[src/rtl/uart_rx_top.sv]
// UART receiver: 16x oversampled, 8 data bits LSB first, optional even parity, one stop bit.
// Define RX_MAJORITY_VOTE_EN to make each bit decision a 2-of-3 vote over sample counts 7, 8 and 9.
module uart_rx_top #(
    parameter int unsigned CLKS_PER_TICK = 27,
    parameter int unsigned OVERSAMPLE    = 16
) (
    input  logic       clk,
    input  logic       reset,
    input  logic       rx_in,
    input  logic       p_sel,
    output logic [7:0] data_out,
    output logic       rx_valid,
    output logic       parity_err,
    output logic       frame_err,
    output logic       busy,
    output logic       baud_wire
);

    localparam int unsigned DIV_W    = (CLKS_PER_TICK > 1) ? $clog2(CLKS_PER_TICK) : 1;
    localparam logic [3:0]  SMP_LAST = 4'(OVERSAMPLE - 1);
`ifdef RX_MAJORITY_VOTE_EN
    localparam logic [3:0]  SMP_POINT = 4'd9;
`else
    localparam logic [3:0]  SMP_POINT = 4'd7;
`endif

    typedef enum logic [2:0] {
        S_IDLE,
        S_START,
        S_DATA,
        S_PARITY,
        S_STOP,
        S_WAIT_HIGH
    } state_t;

    state_t             r_state;
    state_t             w_next_state;
    logic               r_rx_meta;
    logic               r_rx_s;
    logic [DIV_W-1:0]   r_div_cnt;
    logic [3:0]         r_smp_cnt;
    logic [2:0]         r_bit_idx;
    logic [7:0]         r_shift;
    logic               r_psel;
    logic               r_par_bit;
    logic [7:0]         r_data;
    logic               r_valid;
    logic               r_par_err;
    logic               r_frm_err;
    logic               r_busy;
    logic               r_baud;

    logic               w_tick;
    logic               w_smp_tick;
    logic               w_smp_bit;
    logic               w_clr_cnt;
    logic               w_shift;
    logic               w_par_smp;
    logic               w_load;

    // Two-flop synchronizer; the idle-high line resets to 1
    always_ff @(posedge clk) begin
        if (reset) begin
            r_rx_meta <= 1'b1;
            r_rx_s    <= 1'b1;
        end else begin
            r_rx_meta <= rx_in;
            r_rx_s    <= r_rx_meta;
        end
    end

    assign w_tick     = (r_div_cnt == DIV_W'(CLKS_PER_TICK - 1));
    assign w_smp_tick = w_tick && (r_smp_cnt == SMP_POINT);

`ifdef RX_MAJORITY_VOTE_EN
    logic [1:0] r_hist;

    // Keeps the two previous tick samples so the vote completes at count 9
    always_ff @(posedge clk) begin
        if (reset) begin
            r_hist <= 2'b11;
        end else if (w_tick) begin
            r_hist <= {r_hist[0], r_rx_s};
        end
    end

    assign w_smp_bit = (r_hist[1] & r_hist[0]) | (r_hist[1] & r_rx_s) | (r_hist[0] & r_rx_s);
`else
    assign w_smp_bit = r_rx_s;
`endif

    // Tick divider and sample counter, realigned to the start edge
    always_ff @(posedge clk) begin
        if (reset) begin
            r_div_cnt <= '0;
            r_smp_cnt <= 4'd0;
            r_baud    <= 1'b0;
        end else begin
            r_baud <= w_tick;
            if (w_clr_cnt || w_tick) begin
                r_div_cnt <= '0;
            end else begin
                r_div_cnt <= r_div_cnt + DIV_W'(1);
            end
            if (w_clr_cnt) begin
                r_smp_cnt <= 4'd0;
            end else if (w_tick) begin
                r_smp_cnt <= (r_smp_cnt == SMP_LAST) ? 4'd0 : r_smp_cnt + 4'd1;
            end
        end
    end

    always_ff @(posedge clk) begin
        if (reset) begin
            r_state <= S_IDLE;
        end else begin
            r_state <= w_next_state;
        end
    end

    always_comb begin
        w_next_state = r_state;
        w_clr_cnt    = 1'b0;
        w_shift      = 1'b0;
        w_par_smp    = 1'b0;
        w_load       = 1'b0;
        case (r_state)
            S_IDLE: begin
                if (!r_rx_s) begin
                    w_next_state = S_START;
                    w_clr_cnt    = 1'b1;
                end
            end
            S_START: begin
                if (w_smp_tick) begin
                    w_next_state = w_smp_bit ? S_IDLE : S_DATA;
                end
            end
            S_DATA: begin
                if (w_smp_tick) begin
                    w_shift = 1'b1;
                    if (r_bit_idx == 3'd7) begin
                        w_next_state = r_psel ? S_PARITY : S_STOP;
                    end
                end
            end
            S_PARITY: begin
                if (w_smp_tick) begin
                    w_par_smp    = 1'b1;
                    w_next_state = S_STOP;
                end
            end
            S_STOP: begin
                if (w_smp_tick) begin
                    w_load       = 1'b1;
                    w_next_state = w_smp_bit ? S_IDLE : S_WAIT_HIGH;
                end
            end
            S_WAIT_HIGH: begin
                if (r_rx_s) begin
                    w_next_state = S_IDLE;
                end
            end
            default: begin
                w_next_state = S_IDLE;
            end
        endcase
    end

    // Frame datapath: shift register, bit index and latched frame options
    always_ff @(posedge clk) begin
        if (reset) begin
            r_bit_idx <= 3'd0;
            r_shift   <= 8'd0;
            r_psel    <= 1'b0;
            r_par_bit <= 1'b0;
        end else begin
            if (w_clr_cnt) begin
                r_bit_idx <= 3'd0;
                r_psel    <= p_sel;
            end else if (w_shift) begin
                r_bit_idx <= r_bit_idx + 3'd1;
            end
            if (w_shift) begin
                r_shift <= {w_smp_bit, r_shift[7:1]};
            end
            if (w_par_smp) begin
                r_par_bit <= w_smp_bit;
            end
        end
    end

    // Result registers hold until the next completed frame
    always_ff @(posedge clk) begin
        if (reset) begin
            r_data    <= 8'd0;
            r_valid   <= 1'b0;
            r_par_err <= 1'b0;
            r_frm_err <= 1'b0;
            r_busy    <= 1'b0;
        end else begin
            r_valid <= w_load;
            r_busy  <= (w_next_state != S_IDLE);
            if (w_load) begin
                r_data    <= r_shift;
                r_par_err <= r_psel & ((^r_shift) ^ r_par_bit);
                r_frm_err <= ~w_smp_bit;
            end
        end
    end

    assign data_out   = r_data;
    assign rx_valid   = r_valid;
    assign parity_err = r_par_err;
    assign frame_err  = r_frm_err;
    assign busy       = r_busy;
    assign baud_wire  = r_baud;

endmodule
[config.mk]
export PLATFORM = sky130hd
export DESIGN_NAME = uart_rx_top
export DESIGN_NICKNAME = d
export VERILOG_FILES = /design/src/rtl/uart_rx_top.sv
export SDC_FILE = /design/constraint.sdc
export NUM_CORES = 1
export LEC_CHECK = 0
export CAP_MARGIN = 5
export CORE_MARGIN = 3
export CORE_UTILIZATION = 50
export CTS_CLUSTER_DIAMETER = 150
export DETAILED_ROUTE_END_ITERATION = 7
export PLACE_DENSITY = 0.79
export SYNTH_ARGS = -nofsm -noshare
export SYNTH_HDL_FRONTEND = slang
export SYNTH_SLANG_ARGS = --single-unit
[constraint.sdc]
create_clock -name clk -period 2.4 [get_ports clk]
set_clock_uncertainty 0.2 [all_clocks]
set_input_delay 0.24 -clock clk [delete_from_list [all_inputs] [get_ports clk]]
set_output_delay 0.24 -clock clk [all_outputs]
set_load 0.05 [all_outputs]
==> out/results.ini, run 1 <==
[final_layout]
most-common-layout-cells = 40 x sky130_fd_sc_hd__dfxtp_1, 33 x sky130_fd_sc_hd__nor2_1, 18 x sky130_fd_sc_hd__mux2i_1
sequential_cell_area_sq_um = 801
layout.cells.most_common = sky130_fd_sc_hd__dfxtp_1
number_of_antenna_diodes = 0
final_layout_size_suffix_gt1_frac = 0.110
finish.utilization = 0.631
design.final.nets = 199
multiInputGateArea_sq_um = 855
area_delta_synth_final_pct = 16.6
layout.filler_cells = 266

[die]
die_w_microns = 64.4
design.die.area_sq_mm = 0.00415
die_height_microns = 64.4
rows = 20
io_count = 17
core_area_sq_mm = 0.00315
initial_core_util = 0.541

[clocking]
worst_skew_pair.late_latency_ps = 350
clk_pin_slew_worst_paths_ps = 120
postCtsSetupBuffers = 0
max-clock-path-buffers = 2
htree_levels = 2
cts_inserted_buffers = 5
cts.repair.resized = 0
tritoncts = yes
ctsHoldBuffers = 0
clock_sink_count = 40
clk_root_buffer_cell = sky130_fd_sc_hd__clkbuf_4

[placed_design]
place.detailed.hpwl_microns = 2210
gp_congestion = 0.949
detailedPlace.worstSlack_ps = 412
port_buffers = 16

[timing]
slew_headroom = 0.626
final.setup.tns_ps = 0
hold_viol_final = 0
final.setup.worst_slack_ps = 396
worstMarginPinSlew_ps = 556
timing.final.setup_violations = 0
clock.fmax_mhz = 499
fin_crit_sh = 0.835
rsz0062_at_grt = false
post-route-min-period_ps = 2000
timing.final.max_slew_violations = 0

[synthesis]
syn_area_sq_mm = 0.00171
synthCells = 170
synthesis.yosys.warnings = 0
synth.ff_latch_count = 40
ys_types = 39
number_of_nets_produced_by_synthesis = 179
synth_seq_area_share = 0.470
synth-async-reset-ratio = 0
count_of_flip_flops_with_a_built_in_enable_after_synthesis = 0
avgSynthCellArea_sq_um = 10.0
postSynth.topFlopCell = sky130_fd_sc_hd__dfxtp_1

[flow_run]
cap_violations = 0

[detailed_routing]
count_of_nets_left_with_antenna_violations_after_detail_routing = 0
wl_per_cell_microns = 12.9
drt_first_pass_iters = 4
drc = 0
drt_iter0_drc = 96
num_vias = 1268
via_per_inst = 5.40
postRouteWirelength_microns = 3020

[worst_setup_path]
worst_r2r_endpoint = r_state[2]$_SDFF_PP0_
critPathRequiredTime_ps = 2470
worst_setup_path_start_kind = flip-flop
r2r_setup_slack_ps = 400
crit-reg2reg-launch = r_smp_cnt[0]$_SDFFE_PP0P_
critPathMaxFanout = 5
worst_r2r_path_depth = 5
criticalPathCategory = flip-flop to flip-flop
cp_data_arrival_time_ps = 2070
end_kind = flip-flop

[hold_path]
timing.hold.worst.class = flip-flop to flip-flop
hold_path_end = r_rx_s$_SDFF_PP1_
whs_path_cells = 1
timing.hold.worst.start = r_rx_meta$_SDFF_PP1_

[outcome]
run_status = finished, final reports clean

[grt]
antenna_found_initial = 0
grt_start_max_net_pins = 15
grt_pass1_vias = 1218
first_pass_grt_wire_length_microns = 5310
globalRouteTotalUtil = 0.166
grt_overflow_total = 0

[power]
leakage_uw = 0.000747
power_uw = 1160
power_density_mw_per_mm2 = 584
vdd_ir_drop_max_mv = 0.398

-- critical path, cell delays in order, from the launching register on --
cell                       delay (ps)
sky130_fd_sc_hd__dfxtp_1          420
sky130_fd_sc_hd__ha_1             240
sky130_fd_sc_hd__nand3b_1         210
sky130_fd_sc_hd__or2_4            300
sky130_fd_sc_hd__or3_1            360
sky130_fd_sc_hd__a221oi_2         200
-- worst max path at each step --
stage                               from  slack [ps]  cells past startpoint                        end
2_1_floorplan    r_div_cnt[0]$_SDFF_PP0_         530                      7    r_shift[1]$_SDFFE_PP0P_
3_3_place_gp   r_smp_cnt[0]$_SDFFE_PP0P_         500                      5      r_state[2]$_SDFF_PP0_
3_5_place_dp     r_div_cnt[0]$_SDFF_PP0_         410                      7  r_bit_idx[1]$_SDFFE_PP0P_
4_1_cts          r_div_cnt[0]$_SDFF_PP0_         370                      7  r_bit_idx[1]$_SDFFE_PP0P_
5_1_grt        r_smp_cnt[0]$_SDFFE_PP0P_         190                      5      r_state[2]$_SDFF_PP0_
6_report       r_smp_cnt[0]$_SDFFE_PP0P_         400                      5      r_state[2]$_SDFF_PP0_
-- final cells by class --
type / instances / area share
multi-input cells: 120 / 0.430
flip-flops and latches: 40 / 0.403
well taps: 44 / 0.0277
clock inverters: 2 / 0.0176
clock buffers: 6 / 0.0208
repair buffers: 20 / 0.0957
inverters: 3 / 0.00566
-- state kept, by name (all words and copies together), names as in the netlist, 3 cells and up --
name       flops
data_out       8
r_shift        8
r_div_cnt      5
r_smp_cnt      4
r_bit_idx      3
r_state        3
-- synth_stat cells, types with 3 or more instances --
library cell / instances / area, sq um
sky130_fd_sc_hd__a21oi_1: 8 / 40.0
sky130_fd_sc_hd__clkbuf_1: 4 / 15.0
sky130_fd_sc_hd__dfxtp_1: 40 / 801
sky130_fd_sc_hd__ha_1: 5 / 62.6
sky130_fd_sc_hd__inv_1: 3 / 11.3
sky130_fd_sc_hd__mux2i_1: 18 / 180
sky130_fd_sc_hd__nand2_1: 6 / 22.5
sky130_fd_sc_hd__nand3_1: 3 / 15.0
sky130_fd_sc_hd__nor2_1: 33 / 124
sky130_fd_sc_hd__o21ai_0: 4 / 20.0
sky130_fd_sc_hd__or2_2: 3 / 18.8
sky130_fd_sc_hd__or3_1: 3 / 18.8
sky130_fd_sc_hd__xnor2_1: 6 / 52.6
sky130_fd_sc_hd__xor2_1: 4 / 35.0
-- report_power, final --
| part | internal [uW] | leakage [uW] | switching [uW] |
|---|---|---|---|
| Sequential | 672 | 0.000323 | 7.96 |
| Clock | 218 | 0.0000422 | 217 |
| Combinational | 19.8 | 0.000381 | 26.5 |
| Total | 910 | 0.000747 | 252 |
-- per-stage QoR --
stage          std cells  area (sq um)  hold slack (ps)
2_1_floorplan        170          1710              144
3_3_place_gp         227          1910              200
3_5_place_dp         227          1910              197
4_1_cts              235          1990              225
5_1_grt              235          1990              240
6_report             235          1990              222
-- routing by layer --
metal  global-route usage  share of wire  vias up
li1                     -              -      628
met1                0.197           0.45      608
met2                0.265           0.49       22
met3               0.0668          0.037       10
met4               0.0660          0.019        0
met5                    0              0        -
-- cells by family after synthesis --
| family | Yosys count | synth area share |
|---|---|---|
| xor gates and xnor gates | 11 | 0.0646 |
| and+or+nand+nor | 64 | 0.205 |
| AOI/OAI and AO/OA | 22 | 0.0888 |
| DFF | 40 | 0.470 |
| buffers and inverters | 10 | 0.0293 |
| adders and majority gates | 5 | 0.0367 |
| muxes | 18 | 0.106 |
Note: power is estimated with default switching activity, not from simulation.
==> inputs of run 2 (changes only) <==
- clock period: 2.4 -> 1.99 ns (I/O delays scaled with it)
==> out/results.ini, run 2 (synthesis gave the netlist of run 1 again) <==
[outcome]
run_status = finished, final reports clean

[timing]
timing.final.setup_violations = 0
rsz0062_at_grt = true
fin_crit_sh = 0.963
worstMarginPinSlew_ps = 627
hold_viol_final = 0
slew_headroom = 0.578
final.hold.worst_slack_ps = 227
clock.fmax_mhz = 522
timing.final.max_slew_violations = 0
post-route-min-period_ps = 1920

[power]
power_density_mw_per_mm2 = 624
leakage_uw = 0.000749
vdd_ir_drop_max_mv = 0.426

[clocking]
max-clock-path-buffers = 2
clk_pin_slew_worst_paths_ps = 110
postCtsSetupBuffers = 0
tritoncts = yes
clk_root_buffer_cell = sky130_fd_sc_hd__clkbuf_4
clock_sink_count = 40
cts_inserted_buffers = 5
htree_levels = 2
worst_skew_pair.late_latency_ps = 330

[placed_design]
port_buffers = 16
place.detailed.hpwl_microns = 2250
postPlaceCellArea_sq_mm = 0.00195
gp_congestion = 0.846

[final_layout]
finish.utilization = 0.639
design.final.nets = 201
finish.instance_area_sq_mm = 0.00201
layout.cells.most_common = sky130_fd_sc_hd__dfxtp_1
most-common-layout-cells = 39 x sky130_fd_sc_hd__dfxtp_1, 33 x sky130_fd_sc_hd__nor2_1, 18 x sky130_fd_sc_hd__mux2i_1
layout.filler_cells = 296
area_delta_synth_final_pct = 18.1
number_of_antenna_diodes = 0
final_layout_size_suffix_gt1_frac = 0.130

[worst_setup_path]
crit_path_cell_trace = clkdlybuf4s50_1
critPathMaxFanout = 2
critical_path.slowest_cell = sky130_fd_sc_hd__clkdlybuf4s50_1
end_kind = output port
criticalPathCategory = flip-flop to output port
critPathRequiredTime_ps = 1590
cp_slowest_stage_delay_ps = 830
worst_path_dominant_cell_family = buffers and inverters
worstPathBufferInverterCount = 1
cp_data_arrival_time_ps = 1520
worst_setup_path_start_kind = flip-flop

[detailed_routing]
via_per_inst = 5.37
drc = 0
wl_per_cell_microns = 12.8
postRouteWirelength_microns = 3020
count_of_nets_left_with_antenna_violations_after_detail_routing = 0
num_vias = 1267
drt_first_pass_iters = 4
drt_iter0_drc = 86

[grt]
antenna_found_initial = 0
first_pass_grt_wire_length_microns = 5310
grt_overflow_total = 0
globalRouteTotalUtil = 0.161
grt_pass1_vias = 1176
grt_start_max_net_pins = 28

[die]
die_height_microns = 64.4
design.die.area_sq_mm = 0.00415
die_w_microns = 64.4
initial_core_util = 0.541
io_count = 17
core_area_sq_mm = 0.00315
rows = 20

[hold_path]
timing.hold.worst.class = primary input to flip-flop

[flow_run]
cap_violations = 0

==> run 2: worst reg2reg max path, cell delays in order (launching register included) <==
cell and delay (ps):
sky130_fd_sc_hd__dfxtp_1 350, sky130_fd_sc_hd__inv_1 70, sky130_fd_sc_hd__ha_2 200, sky130_fd_sc_hd__nand4b_4 170, sky130_fd_sc_hd__or2_4 290, sky130_fd_sc_hd__or3_1 360
sky130_fd_sc_hd__a221oi_2 200
==> run 2: power breakdown <==
group / leakage (uW) / internal, uW / switching, uW / total, uW
registers: 0.000324 / 810 / 10.1 / 820
logic: 0.000398 / 26.1 / 32.0 / 58.1
clock network: 0.0000271 / 129 / 250 / 379
total: 0.000749 / 965 / 292 / 1260
==> run 2: worst paths after layout <==
path,start,endpoint,slack (ps),depth (start not counted)
worst max-delay path,data_out[7]$_SDFFE_PP0P_,data_out[7],70,1
worst max register to register,r_div_cnt[0]$_SDFF_PP0_,r_state[2]$_SDFF_PP0_,80,6
worst min register to register,r_rx_meta$_SDFF_PP1_,r_rx_s$_SDFF_PP1_,240,1
worst min-delay path,rx_in,r_rx_meta$_SDFF_PP1_,230,2
==> run 2: area by class of cell <==
type                       count  area, sq um  area share
clock buffer                   5         37.5      0.0186
multi-input combinational    120          866       0.430
sequential                    40          802       0.398
tap                           44         55.1      0.0273
timing repair buffer          22          230       0.114
inverter                       3         11.3     0.00559
clock inverter                 2         12.5     0.00621
==> run 2: timing repair <==
| action | 4_1_cts | 5_1_grt |
|---|---|---|
| setup endpoints to repair | 0 | 13 |
| hold buffers | 0 | 0 |
| resized for setup | 0 | 3 |
==> run 2: metrics by stage <==
| step | worst slack, ps | setup TNS (ps) | cells | power [uW] |
|---|---|---|---|---|
| detailed placement | 76.4 | 0 | 229 | 896 |
| CTS | 38.9 | 0 | 236 | 1270 |
| floorplan | 117 | 0 | 170 | 874 |
| finish | 72.9 | 0 | 236 | 1260 |
| global placement | 133 | 0 | 229 | 892 |
| global route | -2.00 | -2.00 | 236 | 1320 |
==> run 2: per-layer routing <==
| metal | share of wire | global-route usage | routed length [microns] | vias to the layer above |
|---|---|---|---|---|
| met2 | 0.50 | 0.258 | 1510 | 21 |
| met4 | 0.0099 | 0.0475 | 30 | 0 |
| li1 | - | - | - | 638 |
| met3 | 0.027 | 0.0527 | 81 | 4 |
| met5 | 0 | 0 | 0 | - |
| met1 | 0.46 | 0.206 | 1400 | 604 |
